<file path="config.mk">
export PLATFORM = sky130hd
export DESIGN_NAME = ysyx_23060124_lsu_bus_flat
export DESIGN_NICKNAME = d
export VERILOG_FILES = /design/src/rtl/ysyx_23060124_lsu_bus_pkg.sv /design/src/rtl/ysyx_23060124_lsu_bus_if.sv /design/src/rtl/ysyx_23060124_lsu_align.sv /design/src/rtl/ysyx_23060124_lsu_bus.sv /design/src/flat_wrapper.sv
export SDC_FILE = /design/constraint.sdc
export NUM_CORES = 1
export LEC_CHECK = 0
export ABC_AREA = 1
export BUFFER_PORTS_ARGS = -buffer_cell sky130_fd_sc_hd__buf_2
export CORE_MARGIN = 3
export CORE_UTILIZATION = 45
export DETAILED_ROUTE_END_ITERATION = 8
export GPL_ROUTABILITY_DRIVEN = 0
export PLACE_DENSITY = 0.79
export SLEW_MARGIN = 25
export SYNTH_ARGS = -nofsm -noshare
export SYNTH_HDL_FRONTEND = slang
export SYNTH_HIERARCHICAL = 1
export SYNTH_SLANG_ARGS = --single-unit
</file>
<file path="constraint.sdc">
create_clock -name i_clk -period 2.87 [get_ports i_clk]
set_input_delay 0.4305 -clock i_clk [delete_from_list [all_inputs] [get_ports i_clk]]
set_output_delay 0.4305 -clock i_clk [all_outputs]
set_load 0.01 [all_outputs]
</file>
<file path="src/rtl/ysyx_23060124_lsu_bus_pkg.sv">
// Shared definitions for the LSU bus back end: operation codes, AXI
// response codes and the controller state encoding.
package ysyx_23060124_lsu_bus_pkg;

  localparam int ISA_WIDTH = 32;
  localparam int OPT_WIDTH = 4;

  // Load operation codes carried on load_opt
  localparam logic [OPT_WIDTH-1:0] OPT_LSU_NONE = 4'd0;
  localparam logic [OPT_WIDTH-1:0] OPT_LSU_LB   = 4'd1;
  localparam logic [OPT_WIDTH-1:0] OPT_LSU_LH   = 4'd2;
  localparam logic [OPT_WIDTH-1:0] OPT_LSU_LW   = 4'd3;
  localparam logic [OPT_WIDTH-1:0] OPT_LSU_LBU  = 4'd4;
  localparam logic [OPT_WIDTH-1:0] OPT_LSU_LHU  = 4'd5;

  // Store operation codes carried on store_opt
  localparam logic [OPT_WIDTH-1:0] OPT_LSU_SB   = 4'd1;
  localparam logic [OPT_WIDTH-1:0] OPT_LSU_SH   = 4'd2;
  localparam logic [OPT_WIDTH-1:0] OPT_LSU_SW   = 4'd3;

  // AXI response codes
  localparam logic [1:0] AXI_RESP_OKAY   = 2'd0;
  localparam logic [1:0] AXI_RESP_SLVERR = 2'd2;

  typedef enum logic [2:0] {
    ST_IDLE,
    ST_RD_ADDR,
    ST_RD_DATA,
    ST_WR_REQ,
    ST_WR_RESP,
    ST_RESP
  } lsu_state_e;

endpackage

</file>
<file path="src/rtl/ysyx_23060124_lsu_bus_if.sv">
// Bundles the LSU request, write-back response and AXI4-Lite channels.
// "master" is the view of the LSU back end; "slave" is the environment
// (LSU stage, WBU and memory) that talks to it.
interface ysyx_23060124_lsu_bus_if;
  import ysyx_23060124_lsu_bus_pkg::*;

  logic                 req_valid;
  logic                 req_ready;
  logic [ISA_WIDTH-1:0] req_addr;
  logic [ISA_WIDTH-1:0] req_wdata;
  logic [OPT_WIDTH-1:0] load_opt;
  logic [OPT_WIDTH-1:0] store_opt;

  logic                 resp_valid;
  logic                 resp_ready;
  logic [ISA_WIDTH-1:0] resp_rdata;
  logic                 resp_err;

  logic [ISA_WIDTH-1:0] araddr;
  logic                 arvalid;
  logic                 arready;
  logic [ISA_WIDTH-1:0] rdata;
  logic [1:0]           rresp;
  logic                 rvalid;
  logic                 rready;

  logic [ISA_WIDTH-1:0] awaddr;
  logic                 awvalid;
  logic                 awready;
  logic [ISA_WIDTH-1:0] wdata;
  logic [3:0]           wstrb;
  logic                 wvalid;
  logic                 wready;
  logic [1:0]           bresp;
  logic                 bvalid;
  logic                 bready;

  modport master (
    input  req_valid, req_addr, req_wdata, load_opt, store_opt, resp_ready,
    input  arready, rdata, rresp, rvalid, awready, wready, bresp, bvalid,
    output req_ready, resp_valid, resp_rdata, resp_err,
    output araddr, arvalid, rready, awaddr, awvalid, wdata, wstrb, wvalid, bready
  );

  modport slave (
    output req_valid, req_addr, req_wdata, load_opt, store_opt, resp_ready,
    output arready, rdata, rresp, rvalid, awready, wready, bresp, bvalid,
    input  req_ready, resp_valid, resp_rdata, resp_err,
    input  araddr, arvalid, rready, awaddr, awvalid, wdata, wstrb, wvalid, bready
  );

endinterface

</file>
<file path="src/rtl/ysyx_23060124_lsu_align.sv">
// Byte-lane alignment for the LSU: store data/strobe placement, load data
// extraction with sign/zero extension, and request legality checking.
module ysyx_23060124_lsu_align
  import ysyx_23060124_lsu_bus_pkg::*;
(
  input  logic [1:0]           off,
  input  logic [OPT_WIDTH-1:0] load_opt,
  input  logic [OPT_WIDTH-1:0] store_opt,
  input  logic [ISA_WIDTH-1:0] store_src,
  input  logic [ISA_WIDTH-1:0] bus_rdata,
  output logic [ISA_WIDTH-1:0] bus_wdata,
  output logic [3:0]           bus_wstrb,
  output logic [ISA_WIDTH-1:0] load_data,
  output logic                 req_err
);

  logic [ISA_WIDTH-1:0] sh;

  assign sh        = bus_rdata >> {off, 3'b000};
  assign bus_wdata = store_src << {off, 3'b000};

  // Byte strobes follow the store size, shifted to the addressed lane
  always_comb begin
    bus_wstrb = 4'b0000;
    case (store_opt)
      OPT_LSU_SB: bus_wstrb = 4'b0001 << off;
      OPT_LSU_SH: bus_wstrb = 4'b0011 << off;
      OPT_LSU_SW: bus_wstrb = 4'b1111;
      default:    bus_wstrb = 4'b0000;
    endcase
  end

  // Extract the addressed byte/half and extend it to a full word
  always_comb begin
    load_data = sh;
    case (load_opt)
      OPT_LSU_LB:  load_data = {{24{sh[7]}}, sh[7:0]};
      OPT_LSU_LBU: load_data = {24'h0, sh[7:0]};
      OPT_LSU_LH:  load_data = {{16{sh[15]}}, sh[15:0]};
      OPT_LSU_LHU: load_data = {16'h0, sh[15:0]};
      default:     load_data = sh;
    endcase
  end

  // Unknown codes, load+store together, or a misaligned half/word are rejected
  always_comb begin
    req_err = 1'b0;
    if (load_opt > OPT_LSU_LHU || store_opt > OPT_LSU_SW)
      req_err = 1'b1;
    if (load_opt != OPT_LSU_NONE && store_opt != OPT_LSU_NONE)
      req_err = 1'b1;
    if ((load_opt == OPT_LSU_LH || load_opt == OPT_LSU_LHU || store_opt == OPT_LSU_SH) && off[0])
      req_err = 1'b1;
    if ((load_opt == OPT_LSU_LW || store_opt == OPT_LSU_SW) && off != 2'b00)
      req_err = 1'b1;
  end

endmodule

</file>
<file path="src/rtl/ysyx_23060124_lsu_bus.sv">
// LSU memory back end: accepts one load/store request, runs it as a single
// AXI4-Lite transaction and returns the (extended) result to write-back.
module ysyx_23060124_lsu_bus
  import ysyx_23060124_lsu_bus_pkg::*;
(
  input logic                     i_clk,
  input logic                     i_rst,
  ysyx_23060124_lsu_bus_if.master bus
);

  lsu_state_e           state_reg, state_next;
  logic [ISA_WIDTH-1:0] addr_reg, addr_next;
  logic [ISA_WIDTH-1:0] wdata_reg, wdata_next;
  logic [OPT_WIDTH-1:0] load_opt_reg, load_opt_next;
  logic [OPT_WIDTH-1:0] store_opt_reg, store_opt_next;
  logic                 aw_done_reg, aw_done_next;
  logic                 w_done_reg, w_done_next;
  logic [ISA_WIDTH-1:0] rdata_reg, rdata_next;
  logic                 err_reg, err_next;

  logic                 idle;
  logic [1:0]           sel_off;
  logic [OPT_WIDTH-1:0] sel_load_opt;
  logic [OPT_WIDTH-1:0] sel_store_opt;
  logic [ISA_WIDTH-1:0] align_wdata;
  logic [3:0]           align_wstrb;
  logic [ISA_WIDTH-1:0] align_load;
  logic                 align_err;
  logic                 aw_ok;
  logic                 w_ok;

  assign idle = (state_reg == ST_IDLE);

  // The aligner checks the incoming request while idle and works on the
  // captured request for the rest of the transaction.
  assign sel_off       = idle ? bus.req_addr[1:0] : addr_reg[1:0];
  assign sel_load_opt  = idle ? bus.load_opt      : load_opt_reg;
  assign sel_store_opt = idle ? bus.store_opt     : store_opt_reg;

  ysyx_23060124_lsu_align u_align (
    .off       (sel_off),
    .load_opt  (sel_load_opt),
    .store_opt (sel_store_opt),
    .store_src (wdata_reg),
    .bus_rdata (bus.rdata),
    .bus_wdata (align_wdata),
    .bus_wstrb (align_wstrb),
    .load_data (align_load),
    .req_err   (align_err)
  );

  // A write channel counts as done once its handshake has happened, either
  // in an earlier cycle or in this one.
  assign aw_ok = aw_done_reg | bus.awready;
  assign w_ok  = w_done_reg  | bus.wready;

  assign bus.req_ready  = idle;
  assign bus.araddr     = {addr_reg[ISA_WIDTH-1:2], 2'b00};
  assign bus.arvalid    = (state_reg == ST_RD_ADDR);
  assign bus.rready     = (state_reg == ST_RD_DATA);
  assign bus.awaddr     = {addr_reg[ISA_WIDTH-1:2], 2'b00};
  assign bus.awvalid    = (state_reg == ST_WR_REQ) && !aw_done_reg;
  assign bus.wdata      = align_wdata;
  assign bus.wstrb      = align_wstrb;
  assign bus.wvalid     = (state_reg == ST_WR_REQ) && !w_done_reg;
  assign bus.bready     = (state_reg == ST_WR_RESP);
  assign bus.resp_valid = (state_reg == ST_RESP);
  assign bus.resp_rdata = rdata_reg;
  assign bus.resp_err   = err_reg;

  // State and captured request/response registers
  always_ff @(posedge i_clk) begin
    if (i_rst) begin
      state_reg     <= ST_IDLE;
      addr_reg      <= '0;
      wdata_reg     <= '0;
      load_opt_reg  <= '0;
      store_opt_reg <= '0;
      aw_done_reg   <= 1'b0;
      w_done_reg    <= 1'b0;
      rdata_reg     <= '0;
      err_reg       <= 1'b0;
    end else begin
      state_reg     <= state_next;
      addr_reg      <= addr_next;
      wdata_reg     <= wdata_next;
      load_opt_reg  <= load_opt_next;
      store_opt_reg <= store_opt_next;
      aw_done_reg   <= aw_done_next;
      w_done_reg    <= w_done_next;
      rdata_reg     <= rdata_next;
      err_reg       <= err_next;
    end
  end

  // Transaction sequencing: decode on accept, drive one AXI transfer, respond
  always_comb begin
    state_next     = state_reg;
    addr_next      = addr_reg;
    wdata_next     = wdata_reg;
    load_opt_next  = load_opt_reg;
    store_opt_next = store_opt_reg;
    aw_done_next   = aw_done_reg;
    w_done_next    = w_done_reg;
    rdata_next     = rdata_reg;
    err_next       = err_reg;
    case (state_reg)
      ST_IDLE: begin
        if (bus.req_valid) begin
          addr_next      = bus.req_addr;
          wdata_next     = bus.req_wdata;
          load_opt_next  = bus.load_opt;
          store_opt_next = bus.store_opt;
          aw_done_next   = 1'b0;
          w_done_next    = 1'b0;
          rdata_next     = '0;
          err_next       = 1'b0;
          if (align_err) begin
            err_next   = 1'b1;
            state_next = ST_RESP;
          end else if (bus.load_opt != OPT_LSU_NONE) begin
            state_next = ST_RD_ADDR;
          end else if (bus.store_opt != OPT_LSU_NONE) begin
            state_next = ST_WR_REQ;
          end else begin
            state_next = ST_RESP;
          end
        end
      end
      ST_RD_ADDR: begin
        if (bus.arready) state_next = ST_RD_DATA;
      end
      ST_RD_DATA: begin
        if (bus.rvalid) begin
          rdata_next = align_load;
          err_next   = (bus.rresp != AXI_RESP_OKAY);
          state_next = ST_RESP;
        end
      end
      ST_WR_REQ: begin
        aw_done_next = aw_ok;
        w_done_next  = w_ok;
        if (aw_ok && w_ok) state_next = ST_WR_RESP;
      end
      ST_WR_RESP: begin
        if (bus.bvalid) begin
          err_next   = (bus.bresp != AXI_RESP_OKAY);
          state_next = ST_RESP;
        end
      end
      ST_RESP: begin
        if (bus.resp_ready) state_next = ST_IDLE;
      end
      default: state_next = ST_IDLE;
    endcase
  end

endmodule

</file>
<file path="src/flat_wrapper.sv">
// flat-port wrapper written by rule: the top's interface ports become plain ports
module ysyx_23060124_lsu_bus_flat import ysyx_23060124_lsu_bus_pkg::*;
  (i_clk, i_rst, bus_req_valid, bus_req_addr, bus_req_wdata, bus_load_opt, bus_store_opt, bus_resp_ready, bus_arready, bus_rdata, bus_rresp, bus_rvalid, bus_awready, bus_wready, bus_bresp, bus_bvalid, bus_req_ready, bus_resp_valid, bus_resp_rdata, bus_resp_err, bus_araddr, bus_arvalid, bus_rready, bus_awaddr, bus_awvalid, bus_wdata, bus_wstrb, bus_wvalid, bus_bready);
  ysyx_23060124_lsu_bus_if bus_i ();
  input logic i_clk;
  input logic i_rst;
  input wire logic [$bits(bus_i.req_valid)-1:0] bus_req_valid;
  input wire logic [$bits(bus_i.req_addr)-1:0] bus_req_addr;
  input wire logic [$bits(bus_i.req_wdata)-1:0] bus_req_wdata;
  input wire logic [$bits(bus_i.load_opt)-1:0] bus_load_opt;
  input wire logic [$bits(bus_i.store_opt)-1:0] bus_store_opt;
  input wire logic [$bits(bus_i.resp_ready)-1:0] bus_resp_ready;
  input wire logic [$bits(bus_i.arready)-1:0] bus_arready;
  input wire logic [$bits(bus_i.rdata)-1:0] bus_rdata;
  input wire logic [$bits(bus_i.rresp)-1:0] bus_rresp;
  input wire logic [$bits(bus_i.rvalid)-1:0] bus_rvalid;
  input wire logic [$bits(bus_i.awready)-1:0] bus_awready;
  input wire logic [$bits(bus_i.wready)-1:0] bus_wready;
  input wire logic [$bits(bus_i.bresp)-1:0] bus_bresp;
  input wire logic [$bits(bus_i.bvalid)-1:0] bus_bvalid;
  output wire logic [$bits(bus_i.req_ready)-1:0] bus_req_ready;
  output wire logic [$bits(bus_i.resp_valid)-1:0] bus_resp_valid;
  output wire logic [$bits(bus_i.resp_rdata)-1:0] bus_resp_rdata;
  output wire logic [$bits(bus_i.resp_err)-1:0] bus_resp_err;
  output wire logic [$bits(bus_i.araddr)-1:0] bus_araddr;
  output wire logic [$bits(bus_i.arvalid)-1:0] bus_arvalid;
  output wire logic [$bits(bus_i.rready)-1:0] bus_rready;
  output wire logic [$bits(bus_i.awaddr)-1:0] bus_awaddr;
  output wire logic [$bits(bus_i.awvalid)-1:0] bus_awvalid;
  output wire logic [$bits(bus_i.wdata)-1:0] bus_wdata;
  output wire logic [$bits(bus_i.wstrb)-1:0] bus_wstrb;
  output wire logic [$bits(bus_i.wvalid)-1:0] bus_wvalid;
  output wire logic [$bits(bus_i.bready)-1:0] bus_bready;
  assign bus_i.req_valid = bus_req_valid;
  assign bus_i.req_addr = bus_req_addr;
  assign bus_i.req_wdata = bus_req_wdata;
  assign bus_i.load_opt = bus_load_opt;
  assign bus_i.store_opt = bus_store_opt;
  assign bus_i.resp_ready = bus_resp_ready;
  assign bus_i.arready = bus_arready;
  assign bus_i.rdata = bus_rdata;
  assign bus_i.rresp = bus_rresp;
  assign bus_i.rvalid = bus_rvalid;
  assign bus_i.awready = bus_awready;
  assign bus_i.wready = bus_wready;
  assign bus_i.bresp = bus_bresp;
  assign bus_i.bvalid = bus_bvalid;
  assign bus_req_ready = bus_i.req_ready;
  assign bus_resp_valid = bus_i.resp_valid;
  assign bus_resp_rdata = bus_i.resp_rdata;
  assign bus_resp_err = bus_i.resp_err;
  assign bus_araddr = bus_i.araddr;
  assign bus_arvalid = bus_i.arvalid;
  assign bus_rready = bus_i.rready;
  assign bus_awaddr = bus_i.awaddr;
  assign bus_awvalid = bus_i.awvalid;
  assign bus_wdata = bus_i.wdata;
  assign bus_wstrb = bus_i.wstrb;
  assign bus_wvalid = bus_i.wvalid;
  assign bus_bready = bus_i.bready;
  ysyx_23060124_lsu_bus u_core (.i_clk(i_clk), .i_rst(i_rst), .bus(bus_i));
endmodule
</file>
==> run_results.csv <==
group,metric,value,unit
status,status,"finished, final reports clean",
clocking,cts_sinks,110,
synthesis,ys_types,28,
timing,worstMarginPinSlew,721,ps
route,vias_per_cell,5.16,
critical_path,cp-startpoint,"u_core/state_reg[2]$_SDFFE_PP0P_",
synthesis,yosys_register_bits,110,
grt,grt_first_pass_wirelength,29300,um
critical_path,cp.arrival,2300,ps
synthesis,synth_warnings,6,
grt,antenna_found_initial,1,
clocking,clock_latency,350,ps
power_and_ir_drop,ir_drop,562,uV
floorplanning,die_area,15200,um^2
timing,max_slew_margin,51.7,%
floorplanning,die_width,123,um
floorplanning,initial_core_util,46.5,%
critical_path,criticalPathCategory,"flop to output port",
critical_path,required,2440,ps
power_and_ir_drop,leakage,3.93,nW
floorplanning,rows,42,
route,routed_wl,19200,um
grt,overflow,0,
clocking,htreeDepth,3,
timing,fin_skew,9.76,ps
synthesis,synth-seq-area-share,35.5,%
timing,slew_violations,0,
critical_path,r2r_setup_slack,400,ps
timing,fmax,0.366,GHz
route,vias,6631,
cells_and_area,n_antenna_cell,0,
clocking,cts_tree,"built",
clocking,cts_root_buf,"clkbuf_16",
grt,grt_max_degree,69,
timing,fin_crit,2730,ps
placed_design,hpwlAfterDp,14300,um
route,drtAntennaViolNets,0,
synthesis,syn_inst,944,
timing,rsz0062_at_grt,"false",
placed_design,port_buffers,252,
floorplanning,coreArea,13300,um^2
critical_path,r2r-end,"u_core/bus.resp_rdata[27]$_SDFFE_PP0P_",
clocking,cts.path.max_buffers,2,
timing,setup_viol,0,
cells_and_area,drive_above_1_share,29.2,%
critical_path,ff2ff_path_depth,12,
cells_and_area,syn_to_final_growth,19.3,%
route,drt_pass1_iterations,5,
floorplanning,ioPinCount,257,
timing,setup_tns,0,ps
synthesis,syn_area,6210,um^2
cells_and_area,nNetsFinal,1222,
synthesis,syn-mean-instance-area,6.58,um^2
grt,grt_pass1_vias,5846,
route,dr.first_iter.drc_count,699,
clocking,cts.hold.buffers_added,0,
worst_hold_path,hold_start,"bus_req_wdata[25]",
power_and_ir_drop,power_density,1110,nW/um^2
timing,finalCritPeriodShare,95.2,%
clocking,clk_pin_slew,80,ps
floorplanning,die_height,123,um
worst_hold_path,hp-class,"input pin to flop",
route,remaining_drc_errors,0,
grt,track_usage,24.4,%
job,maxCapViolCount,0,
critical_path,crit_end,"bus_wstrb[1]",
timing,holdWs,291,ps
critical_path,worstPathMaxFanout,16,
critical_path,startpoint_type,"flop",
critical_path,end_kind,"output port",
clocking,cts_buffers,9,
route,wl_per_cell,14.9,um
timing,hold_viol,0,
critical_path,rr_startpoint,"u_core/state_reg[2]$_SDFFE_PP0P_",
what timing repair did:
item,4_1_cts,5_1_grt
setup buffers,3,0
pin swaps,0,0
resized for setup,6,6
endpoints found under the setup margin,20,12
hold endpoints to repair,0,0
layout make-up:
cell class | instances | area (um^2)
clock buffer | 10 | 239
clock inverter | 6 | 85.1
fill | 1382 | 5940
inverter | 57 | 224
multi-input combinational | 657 | 3030
sequential | 110 | 2200
tap | 176 | 220
timing repair buffer | 270 | 1410
placed cells by master (no fill, tap or decap), types with 2 or more instances in the layout:
master / instances
o22ai_1: 15
inv_2: 3
inv_1: 49
nor2_1: 194
nor3_1: 4
nand2_1: 169
nand3b_1: 2
o21ai_1: 5
clkbuf_16: 9
buf_2: 252
nand3_1: 65
buf_4: 16
nand4_1: 2
a21oi_1: 61
nor2_4: 3
or2_2: 2
clkinvlp_4: 2
nand2_4: 4
conb_1: 4
dfxtp_1: 108
o21ai_0: 106
nand3_2: 14
inv_8: 2
o21ai_4: 3
dfxtp_2: 2
inv_4: 2
cell usage after synthesis:
| cell | count | area share (%) |
|---|---|---|
| conb_1 | 1 | 0.060 |
| inv_4 | 1 | 0.10 |
| nor2_4 | 3 | 0.54 |
| nand2_2 | 2 | 0.20 |
| nand3_1 | 65 | 5.2 |
| o21bai_1 | 1 | 0.12 |
| nor2_2 | 1 | 0.10 |
| nand4_1 | 2 | 0.20 |
| dfxtp_1 | 110 | 35 |
| buf_4 | 74 | 8.9 |
| inv_2 | 3 | 0.18 |
| clkinv_1 | 2 | 0.12 |
| nor2_1 | 194 | 12 |
| nor3_1 | 4 | 0.32 |
| nand3b_1 | 2 | 0.24 |
| nand2_1 | 169 | 10 |
| buf_2 | 17 | 1.4 |
| or2_2 | 2 | 0.20 |
| a21oi_1 | 61 | 4.9 |
| o21ai_4 | 1 | 0.26 |
| nor2_8 | 1 | 0.32 |
| nand3_2 | 14 | 2.3 |
| o22ai_1 | 15 | 1.5 |
| o21ai_0 | 113 | 9.1 |
| clkbuf_1 | 26 | 1.6 |
| nand2_4 | 3 | 0.54 |
| inv_1 | 51 | 3.1 |
| buf_6 | 6 | 1.1 |
worst min-delay path by stage:
stage               cells after the start                                   to
global placement                        2  u_core/load_opt_reg[0]$_SDFFE_PP0P_
global route                            3     u_core/addr_reg[24]$_SDFFE_PP0P_
CTS                                     3     u_core/addr_reg[24]$_SDFFE_PP0P_
floorplan                               2      u_core/addr_reg[0]$_SDFFE_PP0P_
detailed placement                      2  u_core/load_opt_reg[0]$_SDFFE_PP0P_
finish                                  3    u_core/wdata_reg[25]$_SDFFE_PP0P_
routing by layer:
metal / wire (um) / part of all wire, % / track usage (%) / up-vias
li1: - / - / - / 3293
met5: 7 / 0.036 / 0 / -
met3: 1720 / 9.0 / 5.26 / 38
met1: 8000 / 42 / 31.2 / 2949
met2: 9110 / 47 / 41.1 / 349
met4: 358 / 1.9 / 7.75 / 2
cell families (layout without fill, tap and decap cells):
logic type / Yosys count / after routing / share of synthesized area [%]
buf+inv: 180 / 343 / 16.5
flops: 110 / 110 / 35.5
other cells: 1 / 4 / 0.0604
compound gates: 191 / 191 / 15.9
simple gates: 462 / 462 / 32.1
critical path, cell delays in order (launching register included):
cell and delay (ps):
dfxtp_2 370, nor2_4 160, nand2_4 60, buf_4 200
nand2_1 70, o21ai_0 70, nor2_1 290, nand3b_1 180
nand2_1 110, nand2_1 50, o21ai_0 220, buf_2 180
where the power goes:
part,switching [mW],total (mW),internal (mW),leakage (nW)
combinational,3.01,4.61,1.60,2.87
sequential,0.296,2.25,1.95,0.904
clock,0.615,1.34,0.725,0.156
stage by stage:
step	cell area (um^2)	util, %	power [mW]	worst slack (ps)	cells
floorplan	6220	-	5.66	342	947
global placement	7050	52.8	6.71	188	1267
detailed placement	7050	52.8	6.76	118	1267
CTS	7410	55.5	8.19	70.1	1286
global route	7410	55.5	8.87	21.0	1286
finish	7410	55.5	8.20	136	1286
No activity file was read; power rests on OpenSTA's default activity.
